`config.mk`:
```
export PLATFORM = sky130hd
export DESIGN_NAME = ctrl_seq
export DESIGN_NICKNAME = d
export VERILOG_FILES = /design/src/rtl/ctrl_seq.sv
export SDC_FILE = /design/constraint.sdc
export NUM_CORES = 1
export LEC_CHECK = 0
export CAP_MARGIN = 10
export CORE_ASPECT_RATIO = 1.1
export CORE_UTILIZATION = 40
export DETAILED_ROUTE_END_ITERATION = 16
export GPL_ROUTABILITY_DRIVEN = 0
export HOLD_SLACK_MARGIN = 0.12
export PLACE_DENSITY = 0.7
export SLEW_MARGIN = 5
export SYNTH_ARGS = -nofsm -noshare
export SYNTH_HDL_FRONTEND = slang
export SYNTH_SLANG_ARGS = --single-unit
```
`constraint.sdc`:
```
create_clock -name CLK -period 5.59 [get_ports CLK]
set_clock_uncertainty 0.2 [all_clocks]
set_input_delay 0.8385 -clock CLK [delete_from_list [all_inputs] [get_ports CLK]]
set_output_delay 0.8385 -clock CLK [all_outputs]
set_load 0.01 [all_outputs]
```
`src/rtl/ctrl_seq.sv`:
```
// Control sequencer for the 4-bit-opcode accumulator CPU.
// Walks each instruction through fetch (F1/F2), decode (DEC) and execute (EX).
// Drives the datapath strobes and runs the memory request/ack handshake.
// A memory access that waits longer than TIMEOUT cycles halts the CPU with BUS_ERR.
module ctrl_seq #(
  parameter int unsigned TIMEOUT = 15
) (
  input  logic       CLK,
  input  logic       RST_N,
  input  logic       RUN,
  input  logic       LDA,
  input  logic       STA,
  input  logic       ADD,
  input  logic       SUB,
  input  logic       XOR,
  input  logic       INC,
  input  logic       CLR,
  input  logic       JMP,
  input  logic       JPZ,
  input  logic       JPN,
  input  logic       HLT,
  input  logic       ZF,
  input  logic       NF,
  input  logic       MEM_ACK,
  output logic       MAR_LD,
  output logic       MAR_SEL_PC,
  output logic       MEM_RD,
  output logic       MEM_WR,
  output logic       IR_LD,
  output logic       PC_INC,
  output logic       PC_LD,
  output logic       ACC_LD,
  output logic [2:0] ALU_OP,
  output logic       ILL_OP,
  output logic       HALTED,
  output logic       BUS_ERR,
  output logic [2:0] STATE
);

  typedef enum logic [2:0] {
    S_IDLE = 3'd0,
    S_F1   = 3'd1,
    S_F2   = 3'd2,
    S_DEC  = 3'd3,
    S_EX   = 3'd4,
    S_HALT = 3'd5
  } state_t;

  // Single selected operation after priority resolution of the decode lines.
  typedef enum logic [3:0] {
    OP_NONE, OP_HLT, OP_JMP, OP_JPZ, OP_JPN, OP_STA,
    OP_LDA, OP_ADD, OP_SUB, OP_XOR, OP_INC, OP_CLR
  } op_t;

  localparam logic [7:0] TIMEOUT_C = TIMEOUT[7:0];

  state_t      state_q, state_d;
  logic [7:0]  wait_q, wait_d;
  logic        bus_err_q, bus_err_d;
  op_t         op;
  logic        ill;
  logic [10:0] dec_lines;

  assign dec_lines = {HLT, JMP, JPZ, JPN, STA, LDA, ADD, SUB, XOR, INC, CLR};
  assign ill       = ($countones(dec_lines) != 1);

  // Priority encoder: HLT > JMP > JPZ > JPN > STA > LDA > ADD > SUB > XOR > INC > CLR.
  always_comb begin
    // NOTE: every combinational output gets a default first so no path can infer a latch.
    op = OP_NONE;
    if      (HLT) op = OP_HLT;
    else if (JMP) op = OP_JMP;
    else if (JPZ) op = OP_JPZ;
    else if (JPN) op = OP_JPN;
    else if (STA) op = OP_STA;
    else if (LDA) op = OP_LDA;
    else if (ADD) op = OP_ADD;
    else if (SUB) op = OP_SUB;
    else if (XOR) op = OP_XOR;
    else if (INC) op = OP_INC;
    else if (CLR) op = OP_CLR;
  end

  // Next-state, wait counter, error flag and all datapath strobes.
  always_comb begin
    state_d    = state_q;
    wait_d     = wait_q;
    bus_err_d  = bus_err_q;
    MAR_LD     = 1'b0;
    MAR_SEL_PC = 1'b0;
    MEM_RD     = 1'b0;
    MEM_WR     = 1'b0;
    IR_LD      = 1'b0;
    PC_INC     = 1'b0;
    PC_LD      = 1'b0;
    ACC_LD     = 1'b0;
    ALU_OP     = 3'b000;
    ILL_OP     = 1'b0;
    HALTED     = 1'b0;

    case (state_q)
      S_IDLE: if (RUN) state_d = S_F1;

      S_F1: begin
        MAR_SEL_PC = 1'b1;
        MAR_LD     = 1'b1;
        wait_d     = 8'd0;
        state_d    = S_F2;
      end

      S_F2: begin
        MEM_RD = 1'b1;
        if (MEM_ACK) begin
          IR_LD   = 1'b1;
          PC_INC  = 1'b1;
          wait_d  = 8'd0;
          state_d = S_DEC;
        end else begin
          wait_d = wait_q + 8'd1;
          if (wait_q == TIMEOUT_C) begin
            bus_err_d = 1'b1;
            state_d   = S_HALT;
          end
        end
      end

      S_DEC: begin
        ILL_OP  = ill;
        state_d = S_F1;
        case (op)
          OP_LDA, OP_STA, OP_ADD, OP_SUB, OP_XOR: begin
            MAR_LD  = 1'b1;
            wait_d  = 8'd0;
            state_d = S_EX;
          end
          OP_INC: begin ACC_LD = 1'b1; ALU_OP = 3'b100; end
          OP_CLR: begin ACC_LD = 1'b1; ALU_OP = 3'b101; end
          OP_JMP: PC_LD = 1'b1;
          OP_JPZ: PC_LD = ZF;
          OP_JPN: PC_LD = NF;
          OP_HLT: state_d = S_HALT;
          default: ;
        endcase
      end

      S_EX: begin
        if (op == OP_STA) MEM_WR = 1'b1;
        else              MEM_RD = 1'b1;
        if (MEM_ACK) begin
          wait_d  = 8'd0;
          state_d = S_F1;
          case (op)
            OP_LDA: begin ACC_LD = 1'b1; ALU_OP = 3'b000; end
            OP_ADD: begin ACC_LD = 1'b1; ALU_OP = 3'b001; end
            OP_SUB: begin ACC_LD = 1'b1; ALU_OP = 3'b010; end
            OP_XOR: begin ACC_LD = 1'b1; ALU_OP = 3'b011; end
            default: ;
          endcase
        end else begin
          wait_d = wait_q + 8'd1;
          if (wait_q == TIMEOUT_C) begin
            bus_err_d = 1'b1;
            state_d   = S_HALT;
          end
        end
      end

      S_HALT: HALTED = 1'b1;

      default: state_d = S_IDLE;
    endcase
  end

  // State, wait counter and sticky error flag with synchronous reset.
  always_ff @(posedge CLK) begin
    // NOTE: sequential state uses non-blocking assignments so every register samples pre-edge values.
    if (!RST_N) begin
      state_q   <= S_IDLE;
      wait_q    <= 8'd0;
      bus_err_q <= 1'b0;
    end else begin
      state_q   <= state_d;
      wait_q    <= wait_d;
      bus_err_q <= bus_err_d;
    end
  end

  assign BUS_ERR = bus_err_q;
  assign STATE   = state_q;

endmodule

```
==> results.ini <==
[worst_setup_path]
start_kind = input pin
worst_path_buf_inv = 4
worst-r2r-setup-slack_ns = 3.59
endpoint_kind = primary output
worst-endpoint-arrival_ns = 4.38
rr_worst_depth = 4
r2r-end = wait_q[7]
worst_r2r_startpoint = STATE[1]
critical-path-top-delay-family = adder cells
critical_path.most_common_cell = sky130_fd_sc_hd__fa_1
path_class = in2out
critical_path_peak_fanout = 2
cp_data_required_time_ns = 4.55
timing.critical_path.slowest_stage_cell = sky130_fd_sc_hd__fa_1
critPathMaxStageDelay_ns = 0.52
crit_chain = clkdlybuf4s50_1, fa_1, fa_1, inv_1, fa_1, inv_1, fa_1, fa_1, mux2_2, a31oi_1, dlygate4sd2_1

[clock_network]
number_of_buffers_created_by_cts = 3
tritoncts = yes
clock_tree.htree_level_count = 1
cts.repair_timing.setup_buffer_count = 0
max-clock-path-buffers = 2
clock_insertion_delay_worst_skew_ns = 0.28
clkSinkCount = 12
root_buffer = sky130_fd_sc_hd__clkbuf_4
clk_transition_reported_paths_ns = 0.06

[yosys]
yosys.cell_count.top_type = sky130_fd_sc_hd__nor2_1
synthesis.instances = 149
yosys_warnings = 0
synth.ff_latch_count = 12
syn-mean-instance-area_um2 = 7.658
synth_ff_type = sky130_fd_sc_hd__dfxtp_1
yosysSeqAreaShare_pct = 21.05
synth-edff-count = 0
ys_types = 41
synth_area_leaders = sky130_fd_sc_hd__dfxtp_1 21%, sky130_fd_sc_hd__fa_1 12%, sky130_fd_sc_hd__nor2_1 5.6%, sky130_fd_sc_hd__inv_1 5.3%, sky130_fd_sc_hd__o21ai_0 4.4%
synth_top_area_cell = sky130_fd_sc_hd__dfxtp_1
post-synth-top-area-fraction_pct = 21.05
synthesis.area_um2 = 1141
synthesis.nets = 175
synth_commonest_cells = 17 x sky130_fd_sc_hd__nor2_1, 16 x sky130_fd_sc_hd__inv_1, 12 x sky130_fd_sc_hd__dfxtp_1
share_of_flip_flops_with_an_asynchronous_set_or_reset_pct = 0

[routing]
totalWireLength_mm = 2.930
first_iter_violations = 31
drc = 0
dr.pass1.iters = 4
detail-route-antenna-nets = 0
detail_route.vias_per_cell = 5.550
vias = 1210
wire_per_inst_um = 13.44

[floorplan]
die_width_um = 52.93
die_area_um2 = 3071
die_h_um = 58.02
core.rowCount = 19
placeableCoreArea_um2 = 2591
initial_core_util_pct = 44.04
pin_count = 34

[place]
placement.io_buffers = 33
dpl.cell_count = 215
dp.final_hpwl_mm = 2.400

[run]
maxCapViolCount = 0

[global_route]
grt_start_max_net_pins = 14
grt_antenna_before_repair = 0
gr-total-overflow = 0
grt_pass1_vias = 1157
global_route.usage.total_pct = 21.95
grt_pass1_wl_mm = 5.023

[power]
power_w = 0.0002679
p_leak_nw = 0.5930
irDropWorstVdd_mv = 0.1646
power.density_nw_per_um2 = 172.1

[layout]
n_diodes = 0
multiInputGateArea_um2 = 813.3
share_of_post_route_cells_with_drive_strength_above_1_pct = 10.16
nets = 215
num-fill-cells = 252
final_cell_count_no_fill = 218
p_r_area_growth_vs_syn_pct = 36.40
final-seq-area_um2 = 240.2

[sta]
timing.max_slew.rel_slack_pct = 58.46
fin_crit_sh_pct = 96.98
final-hold-violation-count = 0
report.final.setup_viol = 0
timing_worst_slew_pin_value_ns = 0.6217
max_clock_freq_mhz = 184.5
finalWorstPathRequiredPeriod_ns = 5.421
rsz0062_at_grt = false
timing_max_transition_violations_final = 0

[hold_path]
hp-start = wait_q[7]
worst_hold_path_type = reg2reg
min_to = wait_q[7]
hold_depth = 1

[status]
outcome = finished clean

-- worst max-delay path by stage --
stage,start,to,slack (ns),cells after the start
floorplan,CLR,ILL_OP,0.88,9
global placement,CLR,ILL_OP,-0.07,11
detailed placement,CLR,ILL_OP,-0.14,11
CTS,CLR,ILL_OP,0.15,11
global route,CLR,ILL_OP,0.02,11
finish,CLR,ILL_OP,0.17,11
-- registers in the layout, indices dropped and copies added (netlist names) --
| signal | count |
|---|---|
| STATE | 3 |
| BUS_ERR | 1 |
| wait_q | 8 |
-- cell type report --
type	instances	area share, %
Multi-Input combinational cell	116	52.25
Timing Repair Buffer	40	24.52
Sequential cell	12	15.43
Inverter	16	3.859
Tap cell	31	2.492
Clock buffer	3	1.447
-- kinds of logic (layout without fill, tap and decap cells) --
kind of cell / after synthesis / count (layout) / share of synthesized area (%)
AND/OR/NAND/NOR: 64 / 64 / 30.15
XOR/XNOR: 1 / 1 / 0.7677
multiplexers: 1 / 1 / 0.9868
flip-flops: 12 / 12 / 21.05
buffers and inverters: 21 / 59 / 7.675
AO/OA/AOI/OAI: 41 / 41 / 24.89
adder cells (fa/ha/maj): 9 / 9 / 14.47
-- layer usage --
metal	vias up	wire, um	track usage, %	share of wire [%]
met5	-	0	0	0
met4	0	17	4.887	0.58
met3	3	112	5.512	3.8
met2	24	1438	35.80	49
met1	569	1363	29.06	47
li1	614	-	-	-
-- layout by cell type, fill, tap and decap left out, drive strengths merged, types with 2 or more instances in the layout --
cell,synthesis,final
nand3b,2,2
inv,16,16
a211oi,3,3
o21ai,13,13
nand2b,4,4
or2,3,3
nor2,17,17
fa,7,7
or3,2,2
or4,2,2
a21oi,6,6
nor3,8,8
and3b,2,2
a21boi,2,2
dfxtp,12,12
nor2b,4,4
nand3,3,3
and2,2,2
a31oi,8,8
clkdlybuf4s50,0,32
nor4,4,4
ha,2,2
nand2,9,9
buf,3,7
clkbuf,2,3
-- through the flow --
stage / setup TNS [ns] / hold WS, ns / worst slack (ns) / utilization (%) / instance area [um2]
6_report: 0 / 0.2588 / 0.1690 / 60.07 / 1556
3_3_place_gp: -0.07306 / 0.2542 / -0.07306 / 59.25 / 1535
2_1_floorplan: 0 / 0.2262 / 0.8832 / - / 1141
4_1_cts: 0 / 0.2654 / 0.1466 / 60.07 / 1556
3_5_place_dp: -0.1386 / 0.2545 / -0.1386 / 59.25 / 1535
5_1_grt: 0 / 0.2715 / 0.01836 / 60.07 / 1556
-- where the power goes --
group / internal [W] / leakage (nW) / total, W / switching [W]
combinational: 0.0000583 / 0.482 / 0.000120 / 0.0000620
clock: 0.0000250 / 0.0138 / 0.0000515 / 0.0000266
sequential: 0.0000882 / 0.0971 / 0.0000961 / 0.00000791
total: 0.000171 / 0.593 / 0.000268 / 0.0000965
-- worst reg2reg max path, stage by stage (launching register included) --
cell	delay [ns]
sky130_fd_sc_hd__dfxtp_1	0.60
sky130_fd_sc_hd__nand2b_1	0.16
sky130_fd_sc_hd__a21boi_1	0.52
sky130_fd_sc_hd__o21ai_0	0.23
sky130_fd_sc_hd__a31oi_1	0.21
-- repair_timing --
action,4_1_cts,5_1_grt
hold buffers,0,0
setup endpoints to repair,1,0
resized for setup,1,0
No activity file was read; power rests on OpenSTA's default activity.
